--- src/rtl/pc_fetch_unit.sv ---
// pc_fetch_unit: architectural PC register plus req/ack instruction fetch sequencer
// with sticky misalign and fetch-timeout flags.
module pc_fetch_unit #(
    parameter logic [31:0] RESET_PC = 32'h0000_0000,
    parameter int          TIMEOUT  = 16
) (
    input  logic        i_clk,
    input  logic        i_rst_n,
    input  logic [31:0] i_npc,
    input  logic        i_pc_wr,
    input  logic        i_fetch_start,
    output logic [31:0] o_pc,
    output logic [31:0] o_ir,
    output logic        o_ir_valid,
    output logic        o_busy,
    output logic        o_misalign,
    output logic        o_fetch_err,
    output logic        o_imem_req,
    output logic [31:0] o_imem_addr,
    input  logic [31:0] i_imem_rdata,
    input  logic        i_imem_ack
);
    typedef enum logic {IDLE, WAIT} state_t;
    state_t      r_state, w_next;
    logic [7:0]  r_cnt;
    logic [31:0] r_pc, r_ir, r_imem_addr;
    logic        r_ir_valid, r_misalign, r_fetch_err, r_imem_req;
    logic        w_idle, w_pc_ok, w_pc_bad, w_start, w_ack, w_tmo;
    assign w_idle   = (r_state == IDLE);
    assign w_pc_ok  = w_idle && i_pc_wr && (i_npc[1:0] == 2'b00);
    assign w_pc_bad = w_idle && i_pc_wr && (i_npc[1:0] != 2'b00);
    assign w_start  = w_idle && i_fetch_start && !(r_misalign || r_fetch_err);
    assign w_ack    = !w_idle && i_imem_ack;
    // ack on the final WAIT edge takes priority over the timeout
    assign w_tmo    = !w_idle && !i_imem_ack && (r_cnt == 8'(TIMEOUT - 1));
    always_ff @(posedge i_clk) begin
        if (!i_rst_n) r_state <= IDLE;
        else          r_state <= w_next;
    end
    always_comb begin
        w_next = r_state;
        if (w_idle) w_next = w_start ? WAIT : IDLE;
        else        w_next = (w_ack || w_tmo) ? IDLE : WAIT;
    end
    always_comb begin
        o_busy = (r_state == WAIT);
    end
    always_ff @(posedge i_clk) begin
        if (!i_rst_n) begin
            r_pc        <= RESET_PC;
            r_ir        <= 32'h0;
            r_ir_valid  <= 1'b0;
            r_misalign  <= 1'b0;
            r_fetch_err <= 1'b0;
            r_imem_req  <= 1'b0;
            r_imem_addr <= RESET_PC;
            r_cnt       <= 8'h0;
        end else begin
            if (w_pc_ok) begin
                r_pc       <= i_npc;
                r_ir_valid <= 1'b0;
            end
            if (w_pc_bad) r_misalign <= 1'b1;
            if (w_start) begin
                r_imem_req  <= 1'b1;
                r_imem_addr <= w_pc_ok ? i_npc : r_pc;
                r_cnt       <= 8'h0;
                r_ir_valid  <= 1'b0;
            end
            if (!w_idle) r_cnt <= r_cnt + 8'h1;
            if (w_ack) begin
                r_ir       <= i_imem_rdata;
                r_ir_valid <= 1'b1;
                r_imem_req <= 1'b0;
            end
            if (w_tmo) begin
                r_imem_req  <= 1'b0;
                r_fetch_err <= 1'b1;
            end
        end
    end
    assign o_pc        = r_pc;
    assign o_ir        = r_ir;
    assign o_ir_valid  = r_ir_valid;
    assign o_misalign  = r_misalign;
    assign o_fetch_err = r_fetch_err;
    assign o_imem_req  = r_imem_req;
    assign o_imem_addr = r_imem_addr;
endmodule

--- config.mk ---
export PLATFORM = sky130hd
export DESIGN_NAME = pc_fetch_unit
export DESIGN_NICKNAME = d
export VERILOG_FILES = /design/src/rtl/pc_fetch_unit.sv
export SDC_FILE = /design/constraint.sdc
export NUM_CORES = 1
export LEC_CHECK = 0
export BUFFER_PORTS_ARGS = -buffer_cell sky130_fd_sc_hd__buf_2
export CAP_MARGIN = 20
export CORE_ASPECT_RATIO = 2
export CORE_MARGIN = 2
export CORE_UTILIZATION = 44
export CTS_BUF_LIST = sky130_fd_sc_hd__clkbuf_8
export DETAILED_ROUTE_END_ITERATION = 8
export GPL_TIMING_DRIVEN = 0
export PLACE_DENSITY = 0.78
export RECOVER_POWER = 50
export REMOVE_ABC_BUFFERS = 1
export SKIP_CTS_REPAIR_TIMING = 1
export SLEW_MARGIN = 20
export SYNTH_ARGS = -nofsm -noshare
export SYNTH_HDL_FRONTEND = slang
export SYNTH_SLANG_ARGS = --single-unit
--- constraint.sdc ---
create_clock -name i_clk -period 1.8 [get_ports i_clk]
set_clock_uncertainty 0.1 [all_clocks]
set_input_delay 0.18 -clock i_clk [delete_from_list [all_inputs] [get_ports i_clk]]
set_output_delay 0.18 -clock i_clk [all_outputs]
set_load 0.02 [all_outputs]
==> impl_metrics.yaml, run 1 <==
worst_setup_path:
  worstPathRequired_ns: 1.97
  cp-end-kind: "flip-flop"
  crit_type: "reg -> reg"
  cp.arrival_ns: 1.90
  critPathLaunchType: "flip-flop"
  cp_max_fo: 17
synthesis:
  synth_cell_types: 33
  synth.avg_cell_area_um2: 9.21
  syn-cell-area_um2: 3800
  seq_area_frac_synth: 0.574
  synth_top_cell_by_area: "dfxtp_1"
  synth.area.top_cells: "dfxtp_1 57%, a21oi_1 9.5%, mux2i_1 7.9%"
  synth_top_area_share: 0.574
  synth-seq-cells: 109
  syn_inst: 413
  yosysWarnings: 0
layout:
  multi_input_area_um2: 1490
  area_delta_synth_final_pct: 38.1
  nNetsFinal: 690
  fin_cells: 723
  seq_area_um2: 2180
  fillers: 766
  antenna_cells: 0
  drive_above_1_share: 0.161
  utilization: 0.616
sta:
  layout_min_cycle_time_ns: 1.73
  period_share: 0.962
  maxSlewViolCount: 0
  setup_violations: 0
  worst_pin_slew_ns: 0.762
  hold_viol: 10
  max_freq_mhz: 578
  grt_setup_unrepaired: "no"
  slew_headroom: 0.492
  worst_hold_slack_ns: -0.0318
pwr:
  max-vdd-ir-drop_uv: 837
  p_int_mw: 3.29
  seq_power_share: 0.567
  power_switching_mw: 1.29
  pwr-share-clk: 0.274
  switching_share: 0.281
  power_density_nw_per_um2: 873
  leakagePower_nw: 2.20
  p_comb_frac: 0.159
floorplanning:
  die_y_um: 135
  die_x_um: 69.7
  die-area_um2: 9450
  io_pins: 170
  rows: 48
  core_area_um2: 8530
  initial_core_util: 0.446
clock_network:
  clock_latency_ns: 0.37
  cts_num_sinks: 109
  cts_max_level: 3
  clockBufferDepth: 2
  cts_tree: "built"
  path_clk_slew_ns: 0.10
  cts_buffers: 9
  root_buffer: "clkbuf_8"
placement:
  dpl.hpwl_um: 6880
  io_buffers: 169
  dp_cells: 655
  gp_congestion: 0.792
routing:
  viasPerCell: 5.21
  first_pass_iters: 4
  ant_nets: 0
  remaining_drc_errors: 0
  vias: 3768
  drtIter0Drc: 195
  wl_um: 11000
  wire_per_inst_um: 15.3
global_route:
  grt_start_max_net_pins: 75
  grt_pass1_wl_um: 15600
  grt_usage: 0.204
  overflow: 0
  grt_pass1_vias: 3513
  antenna_found_initial: 0
worst_hold_path:
  holdCritPathClass: "in -> reg"
status:
  outcome: "finished, violations left"
  violations: "hold timing"
run:
  drv_cap: 0
==> layout by cell type, fill, tap and decap left out, types with 2 or more instances in the layout <==
cell	n
o21ai_0	32
buf_2	69
nand3_1	7
buf_4	3
a21oi_1	72
nor2_1	32
or3_1	2
nand4_1	4
clkinvlp_4	3
nand2_1	69
o211ai_1	2
mux2i_1	30
clkbuf_1	100
and3_1	2
dlygate4sd3_1	50
clkbuf_8	9
dfxtp_1	108
inv_1	2
or4b_4	2
or2_2	3
==> per-layer routing <==
metal / GRT usage / share of wire / wire (um) / vias up
met5: 0 / 0 / 0 / -
met4: 0.126 / 0.046 / 505 / 0
met3: 0.0417 / 0.047 / 522 / 47
met2: 0.381 / 0.54 / 5980 / 151
met1: 0.202 / 0.37 / 4040 / 1750
li1: - / - / - / 1820
==> synth_stat cells <==
| cell | n |
|---|---|
| a21oi_1 | 72 |
| nand2b_1 | 1 |
| nand2_1 | 70 |
| nor2b_1 | 1 |
| buf_4 | 1 |
| buf_2 | 5 |
| or4_1 | 1 |
| dfxtp_1 | 109 |
| o31ai_1 | 1 |
| inv_1 | 2 |
| and3_1 | 2 |
| o211ai_1 | 2 |
| nor2_1 | 32 |
| mux2_2 | 1 |
| mux2i_1 | 30 |
| clkbuf_1 | 21 |
| o41ai_1 | 1 |
| and2_1 | 1 |
| o21ai_0 | 32 |
| o2111ai_1 | 1 |
| buf_6 | 3 |
| or2_2 | 3 |
| or4b_1 | 1 |
| or4b_2 | 1 |
| nor4b_4 | 1 |
| ha_1 | 1 |
| nor3_1 | 1 |
| a211oi_1 | 1 |
| a31oi_1 | 1 |
| or3_1 | 2 |
| nand4_1 | 4 |
| o21a_1 | 1 |
| nand3_1 | 7 |
==> worst max-delay path: stages, from the launching register on <==
cell and delay [ns]:
dfxtp_2 0.42, or4b_4 0.71, mux2i_1 0.30, a21oi_1 0.10
==> final timing paths <==
path | from | depth (start not counted) | slack, ns | endpoint
setup / recovery | o_busy | 3 | 0.07 | o_imem_addr[31]
hold / removal | i_npc[18] | 3 | -0.03 | o_pc[18]
setup reg to reg | o_busy | 3 | 0.07 | o_imem_addr[31]
hold reg to reg | o_ir[27] | 2 | 0.36 | o_ir[27]
==> power by group through the flow <==
stage / Sequential [mW] / Combinational (mW) / Clock [mW]
floorplan: 2.79 / 0.221 / 0
global placement: 2.64 / 0.624 / 0
detailed placement: 2.65 / 0.653 / 0
CTS: 2.59 / 0.655 / 1.28
global route: 2.62 / 0.789 / 1.39
finish: 2.60 / 0.729 / 1.25
==> through the flow <==
stage	TNS (ns)	cell area, um^2	hold WS (ns)	worst slack (ns)	power [mW]
6_report	0	5250	-0.0318	0.0690	4.58
5_1_grt	0	5250	-0.00257	0.0175	4.79
4_1_cts	-15.66	4820	-0.0786	-0.218	4.53
3_5_place_dp	-13.78	4670	0.327	-0.194	3.30
3_3_place_gp	-107.54	4630	0.321	-1.48	3.27
2_1_floorplan	-41.17	3660	0.198	-0.775	3.01
==> kinds of logic (layout without fill, tap and decap cells) <==
group / count (synthesis) / in the layout / synth area share
and+or+nand+nor: 128 / 129 / 0.148
AOI/OAI and AO/OA: 112 / 112 / 0.153
DFF: 109 / 109 / 0.574
buffers and inverters: 32 / 241 / 0.0401
muxes: 31 / 31 / 0.0819
adders and majority gates: 1 / 1 / 0.00329
==> registers in the layout, indices dropped and copies added, names as in the netlist <==
| register | count |
|---|---|
| o_imem_addr | 32 |
| o_ir | 32 |
| o_pc | 32 |
| r_cnt | 8 |
| o_busy | 1 |
| o_fetch_err | 1 |
| o_imem_req | 1 |
| o_ir_valid | 1 |
| o_misalign | 1 |
==> layout make-up <==
class / count / share of cell area
well taps: 100 / 0.0238
flip-flops and latches: 109 / 0.416
multi-input cells: 273 / 0.283
clock buffers: 9 / 0.0236
clock inverters: 5 / 0.00596
inverters: 2 / 0.00191
repair buffers: 225 / 0.246
No activity file was read; power rests on OpenSTA's default activity.
==> run 2, diff against run 1 <==
- BUFFER_PORTS_ARGS: -buffer_cell sky130_fd_sc_hd__buf_2 -> unset
- CORE_UTILIZATION: 44 -> 59
- CTS_CLUSTER_SIZE: unset -> 16
- DONT_BUFFER_PORTS: unset -> 1
- REMOVE_ABC_BUFFERS: 1 -> unset
==> impl_metrics.yaml, run 2 (same netlist as run 1, synthesis figures left out) <==
worst_setup_path:
  cp-end-kind: "flip-flop"
  critPathLaunchType: "flip-flop"
  cp.arrival_ns: 2.00
  r2r_start: "o_busy"
  crit_type: "reg -> reg"
  worstPathRequired_ns: 1.94
  cp_max_fo: 10
  reg2reg_slack_ns: -0.06
  regToRegEndpoint: "o_imem_addr[14]"
  rr_worst_depth: 5
global_route:
  grt_start_max_net_pins: 17
  grt_pass1_vias: 3020
  antenna_found_initial: 0
  grt_usage: 0.252
  overflow: 0
  grt_pass1_wl_um: 13800
floorplanning:
  rows: 41
  io_pins: 170
  die_y_um: 118
  die-area_um2: 7140
  die_x_um: 60.8
  core_area_um2: 6260
  initial_core_util: 0.608
worst_hold_path:
  min_from: "i_imem_ack"
  holdCritPathClass: "in -> reg"
  holdPathEnd: "o_ir[31]"
  hold_path_depth: 3
status:
  violations: "setup timing"
  outcome: "finished, violations left"
routing:
  wire_per_inst_um: 20.0
  viasPerCell: 6.07
  vias: 3564
  first_pass_iters: 5
  drtIter0Drc: 280
  ant_nets: 0
  wl_um: 11800
  remaining_drc_errors: 0
pwr:
  leakagePower_nw: 1.94
  report.power.total_mw: 4.82
  max-vdd-ir-drop_uv: 713
  power_density_nw_per_um2: 942
sta:
  layout_min_cycle_time_ns: 1.86
  max_freq_mhz: 538
  worst_hold_slack_ns: 0.0601
  slew_headroom: 0.590
  period_share: 1.03
  worst_pin_slew_ns: 0.615
  maxSlewViolCount: 0
  setup_violations: 4
  hold_viol: 0
  setup_slack_ns: -0.0574
clock_network:
  cts_max_level: 3
  root_buffer: "clkbuf_8"
  path_clk_slew_ns: 0.09
  cts_num_sinks: 109
  clockBufferDepth: 2
  cts_buffers: 9
  cts_tree: "built"
  clock_latency_ns: 0.37
layout:
  fillers: 377
  drive_above_1_share: 0.128
  final_common_cell: "dfxtp_1"
  nNetsFinal: 567
  layout_common_cells: "108 x dfxtp_1, 70 x nand2_1, 68 x a21oi_1, 67 x dlygate4sd3_1"
  antenna_cells: 0
  area_delta_synth_final_pct: 34.5
placement:
  dpl.hpwl_um: 6770
  gp_congestion: 0.799
  io_buffers: 0
synthesis:
  synth_fp_nets: 483
run:
  drv_cap: 0
run 2: cell types whose count changed in the layout (fill, tap and decap cells not counted), sizes merged:
cell | before | now
clkbuf | 109 | 33
buf | 75 | 14
dlygate4sd3 | 50 | 67
clkinvlp | 3 | 1
bufinv | 0 | 1
clkinv | 1 | 2
inv | 3 | 2
or4b | 3 | 2
run 2: layer usage:
layer / global-route usage / wire, um / up-vias / share of wire
li1: - / - / 1587 / -
met1: 0.247 / 3730 / 1705 / 0.32
met2: 0.452 / 6460 / 225 / 0.55
met3: 0.0604 / 961 / 47 / 0.082
met4: 0.133 / 600 / 0 / 0.051
met5: 0 / 0 / - / 0
run 2: stage by stage:
| step | util | setup TNS, ns | setup WS, ns | instance area, um^2 | std cells |
|---|---|---|---|---|---|
| after floorplan | - | 0 | 0.0430 | 3800 | 413 |
| after global placement | 0.625 | -3.82 | -0.129 | 3910 | 499 |
| after detailed placement | 0.625 | -5.28 | -0.154 | 3910 | 499 |
| after CTS | 0.657 | -5.95 | -0.173 | 4110 | 514 |
| after global routing | 0.817 | -0.538 | -0.103 | 5110 | 587 |
| final | 0.817 | -0.137 | -0.0574 | 5110 | 587 |
run 2: worst max path at each step:
stage | from | to | slack [ns]
after CTS | o_fetch_err | o_imem_addr[15] | -0.17
after floorplan | o_busy | r_cnt[6] | 0.04
after global placement | o_fetch_err | o_imem_addr[4] | -0.13
final | o_busy | o_imem_addr[14] | -0.06
after global routing | o_busy | o_imem_addr[14] | -0.10
after detailed placement | o_fetch_err | o_imem_addr[5] | -0.15
run 2: final cells by class:
type,count,area [um^2],area share
inverter,2,7.51,0.00147
tap,86,108,0.0210
sequential,109,2190,0.427
buffer,30,191,0.0374
multi-input combinational,272,1680,0.329
clock buffer,11,151,0.0296
clock inverter,4,47.5,0.00930
timing repair buffer,73,743,0.145
run 2: where the power goes:
part           leakage [nW]  internal [mW]  switching (mW)
Combinational         0.951          0.273           0.293
Sequential            0.889           2.53           0.247
Clock                 0.101          0.707           0.768
Total                  1.94           3.51            1.31
run 2: worst max-delay path, cell delays in order (launching register included):
cell and delay [ns]:
dfxtp_4 0.40, or4b_4 0.50, buf_12 0.17, buf_8 0.16
mux2i_1 0.28, a21oi_1 0.11
